File: config.mk
export PLATFORM = sky130hd
export DESIGN_NAME = layer_mixer
export DESIGN_NICKNAME = d
export VERILOG_FILES = /design/src/rtl/layer_mixer.sv
export SDC_FILE = /design/constraint.sdc
export NUM_CORES = 1
export LEC_CHECK = 0
export ABC_AREA = 1
export CAP_MARGIN = 5
export CORE_MARGIN = 2
export CORE_UTILIZATION = 36
export DETAILED_ROUTE_END_ITERATION = 12
export PLACE_DENSITY_LB_ADDON = 0.05
export SKIP_CTS_REPAIR_TIMING = 1
export SKIP_LAST_GASP = 1
export SLEW_MARGIN = 20
export SYNTH_ARGS = -nofsm -noshare
export SYNTH_HDL_FRONTEND = slang
export SYNTH_SLANG_ARGS = --single-unit
File: constraint.sdc
create_clock -name pixel_clk -period 3.3 [get_ports pixel_clk]
set_clock_uncertainty 0.05 [all_clocks]
set_input_delay 0.495 -clock pixel_clk [delete_from_list [all_inputs] [get_ports pixel_clk]]
set_output_delay 0.495 -clock pixel_clk [all_outputs]
set_load 0.01 [all_outputs]
File: src/rtl/layer_mixer.sv
// layer_mixer: final stage of the sprite-layer pipeline.
//   - Picks the lowest-index layer that is requesting with a non-transparent
//     colour. Falls back to bg_rgb when no layer qualifies. Forces black
//     outside the active area.
//   - Registers RGB together with hsync/vsync/de so that all of them leave
//     the block with the same 1-cycle latency.
//   - Generates the frame-synchronous animation select action_s.
//   - Counts frame starts and reports whether any active pixel of the
//     previous frame had two or more valid layer requests.
// Ports:
//   pixel_clk, rst            clock and synchronous active-high reset
//   x_pos, y_pos              timing-generator position (observation only)
//   hsync_in, vsync_in, de_in timing aligned with the current pixel
//   rq_flags, layer_rgb       per-layer request flag and {r,g,b} colour
//   bg_rgb                    background colour
//   freeze                    holds the animation counter and action_s
//   r, g, b, hsync, vsync, de registered VGA outputs
//   action_s                  animation frame select fed to every layer
//   frame_cnt                 wrapping count of frame starts
//   overlap_frame             overlap seen during the previous frame
module layer_mixer #(
  parameter int          NUM_LAYERS  = 6,
  parameter int          ANIM_FRAMES = 8,
  parameter bit          SYNC_POL    = 1'b0,
  parameter logic [23:0] TRANSPARENT = 24'hFFFFCC
) (
  input  logic                       pixel_clk,
  input  logic                       rst,
  input  logic [9:0]                 x_pos,
  input  logic [8:0]                 y_pos,
  input  logic                       hsync_in,
  input  logic                       vsync_in,
  input  logic                       de_in,
  input  logic [NUM_LAYERS-1:0]      rq_flags,
  input  logic [24*NUM_LAYERS-1:0]   layer_rgb,
  input  logic [23:0]                bg_rgb,
  input  logic                       freeze,
  output logic [7:0]                 r,
  output logic [7:0]                 g,
  output logic [7:0]                 b,
  output logic                       hsync,
  output logic                       vsync,
  output logic                       de,
  output logic                       action_s,
  output logic [15:0]                frame_cnt,
  output logic                       overlap_frame
);

  localparam logic       SYNC_IDLE = ~SYNC_POL;
  localparam logic [7:0] ANIM_LAST = 8'(ANIM_FRAMES - 1);

  logic [NUM_LAYERS-1:0] valid_s;
  logic [7:0]            nvalid_s;
  logic [23:0]           sel_rgb_s;
  logic                  overlap_s;
  logic                  frame_start_s;
  logic                  vsync_prev_r;
  logic                  overlap_acc_r;
  logic [7:0]            anim_cnt_r;
  logic                  unused_pos_s;

  // Position is carried on the port list for observation only.
  assign unused_pos_s = ^{x_pos, y_pos};

  // Qualify each request against the colour key and count the survivors.
  always_comb begin
    valid_s  = {NUM_LAYERS{1'b0}};
    nvalid_s = 8'd0;
    for (int i = 0; i < NUM_LAYERS; i++) begin
      valid_s[i] = rq_flags[i] && (layer_rgb[24*i +: 24] != TRANSPARENT);
      nvalid_s   = nvalid_s + 8'(valid_s[i]);
    end
  end

  // Priority pick: walk from the lowest priority upwards so index 0 ends up on top.
  always_comb begin
    sel_rgb_s = bg_rgb;
    if (de_in) begin
      for (int i = NUM_LAYERS - 1; i >= 0; i--) begin
        sel_rgb_s = valid_s[i] ? layer_rgb[24*i +: 24] : sel_rgb_s;
      end
    end else begin
      sel_rgb_s = 24'h000000;
    end
  end

  assign overlap_s     = de_in && (nvalid_s >= 8'd2);
  assign frame_start_s = (vsync_in == SYNC_POL) && (vsync_prev_r == SYNC_IDLE);

  // Output register: RGB and timing share one stage so they stay aligned.
  always_ff @(posedge pixel_clk) begin
    if (rst) begin
      {r, g, b} <= 24'h000000;
      hsync     <= SYNC_IDLE;
      vsync     <= SYNC_IDLE;
      de        <= 1'b0;
    end else begin
      {r, g, b} <= sel_rgb_s;
      hsync     <= hsync_in;
      vsync     <= vsync_in;
      de        <= de_in;
    end
  end

  // Frame-start edge detect, frame counter and overlap bookkeeping.
  always_ff @(posedge pixel_clk) begin
    if (rst) begin
      vsync_prev_r  <= SYNC_IDLE;
      frame_cnt     <= 16'd0;
      overlap_frame <= 1'b0;
      overlap_acc_r <= 1'b0;
    end else begin
      vsync_prev_r <= vsync_in;
      if (frame_start_s) begin
        frame_cnt     <= frame_cnt + 16'd1;
        overlap_frame <= overlap_acc_r;
        // An overlap on the very first cycle of a frame belongs to that new frame.
        overlap_acc_r <= overlap_s;
      end else if (overlap_s) begin
        overlap_acc_r <= 1'b1;
      end else begin
        overlap_acc_r <= overlap_acc_r;
      end
    end
  end

  // Animation counter: only moves on frame starts, so action_s never tears mid-frame.
  always_ff @(posedge pixel_clk) begin
    if (rst) begin
      anim_cnt_r <= 8'd0;
      action_s   <= 1'b0;
    end else if (frame_start_s && !freeze) begin
      if (anim_cnt_r >= ANIM_LAST) begin
        anim_cnt_r <= 8'd0;
        action_s   <= ~action_s;
      end else begin
        anim_cnt_r <= anim_cnt_r + 8'd1;
      end
    end else begin
      anim_cnt_r <= anim_cnt_r;
      action_s   <= action_s;
    end
  end

endmodule

==> summary.txt <==
Outcome
  • Status: complete, no violations

Global route
  • Most used routing layer: met2
  • Grt ovf: 0
  • Met1 GRT Util: 0.264
  • Pin count of the biggest net entering global routing: 49
  • Initial antenna violation count: 1
  • GRT Total Usage: 0.240
  • Met2 Usage GRT: 0.459
  • M3 GR Usage: 0.0531
  • Vias in the first global route: 5,214
  • First-pass GRT wire length: 24,500 microns

Setup path
  • Critical Path Fanout Max: 2
  • CP Data Arrival Time: 3430 ps
  • Worst EP required: 3440 ps
  • FF-to-FF End: anim_cnt_r[3]
  • Endpoint class of the critical path: flop
  • Critical path origin: layer_rgb[9]
  • Critical path class: in2reg
  • Critical Path Start Type: input pin
  • R2r startpoint: vsync_prev_r
  • Reg2Reg Setup Slack: about 1600 ps
  • R2R depth: 6

Placement
  • HPWL Detailed: 13,000 microns
  • DP Worst Slack: -559 ps
  • IO Port Bufs: approximately 220
  • Final Wtd Congestion: roughly 0.94

Power and ir drop
  • Pwr Total: 1.94 mW
  • Power per cell area: 270 nW/um^2
  • Worst VDD drop: between 150 and 200 uV
  • LEAKAGE: 3.58 nW

Floorplanning
  • Num ports: 244
  • Height of the die: 114 microns
  • Cell Rows: 40
  • Core Region: 11,900 sq um
  • Starting Density: 0.364
  • Die W: 114 microns
  • Die Area: roughly 13,000 sq um

STA
  • Worst Setup Slack, final: roughly 8.7 ps
  • # setup viols final: 0
  • Final min period: 3290 ps
  • FMAX: around 300 MHz
  • Final Hold Fails: 0
  • Slew @ Worst Pin: around 560 ps
  • RSZ-0062 raised after global routing: yes
  • Max Slew Vio Count: 0
  • Fin crit share: 0.997
  • Worst relative slew slack: 0.621

Clocking
  • Max H-tree Level: 2
  • Worst-Skew Late Latency: 300 ps
  • CTS tree: built
  • Clock root buffer: clkbuf_16
  • Clock Sinks: 54
  • Deepest clock path buffer count: 2
  • Clock transition at path regs: 70 ps
  • CTS Buf Count: 5

Route
  • Wire length per cell: 14.9 microns
  • Total Routed Length: 16,100 microns
  • DRC: 0
  • Antenna Violating Nets Remaining: 0
  • Vias per cell: 5.07
  • DR vias: 5,493
  • First-pass DRT Iterations: 5
  • DR iter-0 viols: 388

Finish
  • Commonest non-fill, non-tap cell in the layout: nand2_1
  • FILL cells: between 1,000 and 1,500
  • Commonest non-fill, non-tap cells in the layout: nand2_1, clkdlybuf4s50_1, nand3_1
  • Layout area overhead: 65.8%
  • Area occupied by multi-input gates: 2790 sq um
  • Final nets: 1,138
  • Register area: 1080 sq um
  • Share of post-route cells with drive strength above 1: 0.151

Synth
  • Synthesized area: ~4300 sq um
  • Synth Warn #: 0
  • Area contributors post-synth: dfxtp_1, nand3_1, nand2_1, inv_1, o21ai_0
  • Sequential area share after synthesis: 0.250
  • Post-synth top area share: 0.250
  • Yosys reg bits: 54
  • Syn_nets: 911
  • Synthesized netlist cell count: 707
  • Post-synth cell types: 35
  • Post-Syn Area per Cell: 6.11 sq um
  • Area leader, netlist: dfxtp_1

Hold path
  • HP Class: reg2reg
  • Hold Path Sink: anim_cnt_r[7]
  • Hold Startpoint: anim_cnt_r[7]
  • Worst hold path depth: 2

Run
  • MaxCap Viol Count: 0
[critical path, cell delays in order]
cell	delay, ps
dlymetal6s2s_1	110
nand4_1	190
nor4_2	360
nand2_1	110
nand2_2	90
inv_2	40
fa_1	490
inv_2	40
fa_1	440
or2_4	260
fa_1	550
a21oi_2	50
a31o_2	200
[registers in the layout, summed over array words and instances (netlist names)]
register       cells
anim_cnt_r         8
action_s           1
b                  8
r                  8
overlap_acc_r      1
frame_cnt         16
vsync_prev_r       1
overlap_frame      1
hsync              1
de                 1
g                  8
[cell usage after synthesis]
cell / instances
nand2_1: 168
nand3_1: 140
inv_1: 68
dfxtp_1: 54
nor2_1: 40
o21ai_0: 35
a21oi_1: 26
or2_2: 22
nand4_1: 21
nand3b_1: 16
clkbuf_1: 14
a21oi_2: 12
clkinv_1: 11
inv_2: 9
buf_4: 8
nand2_2: 8
nor4_1: 8
buf_2: 7
buf_6: 5
nor3_1: 5
buf_1: 4
nor3b_1: 4
fa_1: 3
nand2_4: 3
xor2_1: 3
ha_1: 2
nand3_2: 2
o21a_1: 2
a31o_2: 1
clkbuf_2: 1
nor2_4: 1
nor3_2: 1
nor3_4: 1
nor4_2: 1
or2_4: 1
[power breakdown]
part	switching (mW)	leakage [nW]	total, mW	internal (mW)
Clock	0.261	0.0875	0.644	0.382
Combinational	0.272	3.05	0.606	0.334
Sequential	0.0111	0.441	0.687	0.676
[worst max-delay path by stage]
stage / cells after the start / end
finish: 13 / overlap_acc_r
CTS: 13 / overlap_acc_r
floorplan: 13 / overlap_acc_r
global placement: 15 / overlap_acc_r
global route: 13 / overlap_acc_r
detailed placement: 13 / overlap_acc_r
[logic make-up (layout without fill, tap and decap cells)]
family / Yosys count / after routing / synth area share
simple gates: 442 / 442 / 0.495
buf+inv: 127 / 355 / 0.128
compound gates: 76 / 76 / 0.101
flops: 54 / 54 / 0.250
fa+ha+maj: 5 / 5 / 0.0197
xor+xnor: 3 / 3 / 0.00608
other cells: 0 / 1 / 0
[metrics by stage]
stage	instances	instance area (sq um)	hold WS, ps	util	setup TNS (ps)
after floorplan	707	4320	369	-	-75.0
after global placement	1072	6770	380	0.571	-504
after detailed placement	1072	6770	385	0.571	-559
after CTS	1080	6950	397	0.586	-242
after global routing	1083	7160	417	0.604	-85.5
final	1083	7160	396	0.604	0
[per-layer routing]
| layer | wire [microns] | part of all wire |
|---|---|---|
| met4 | 315 | 0.020 |
| met3 | 1000 | 0.062 |
| met1 | 6270 | 0.39 |
| met2 | 8500 | 0.53 |
| met5 | 0 | 0 |
[area by class of cell]
class	count	share of cell area
Tap cell	147	0.0257
Sequential cell	54	0.151
Clock inverter	2	0.00542
Inverter	88	0.0461
Clock buffer	6	0.0194
Timing Repair Buffer	259	0.363
Multi-Input combinational cell	526	0.389
Antenna cell	1	0.000349
(Power assumes the default switching activity.)
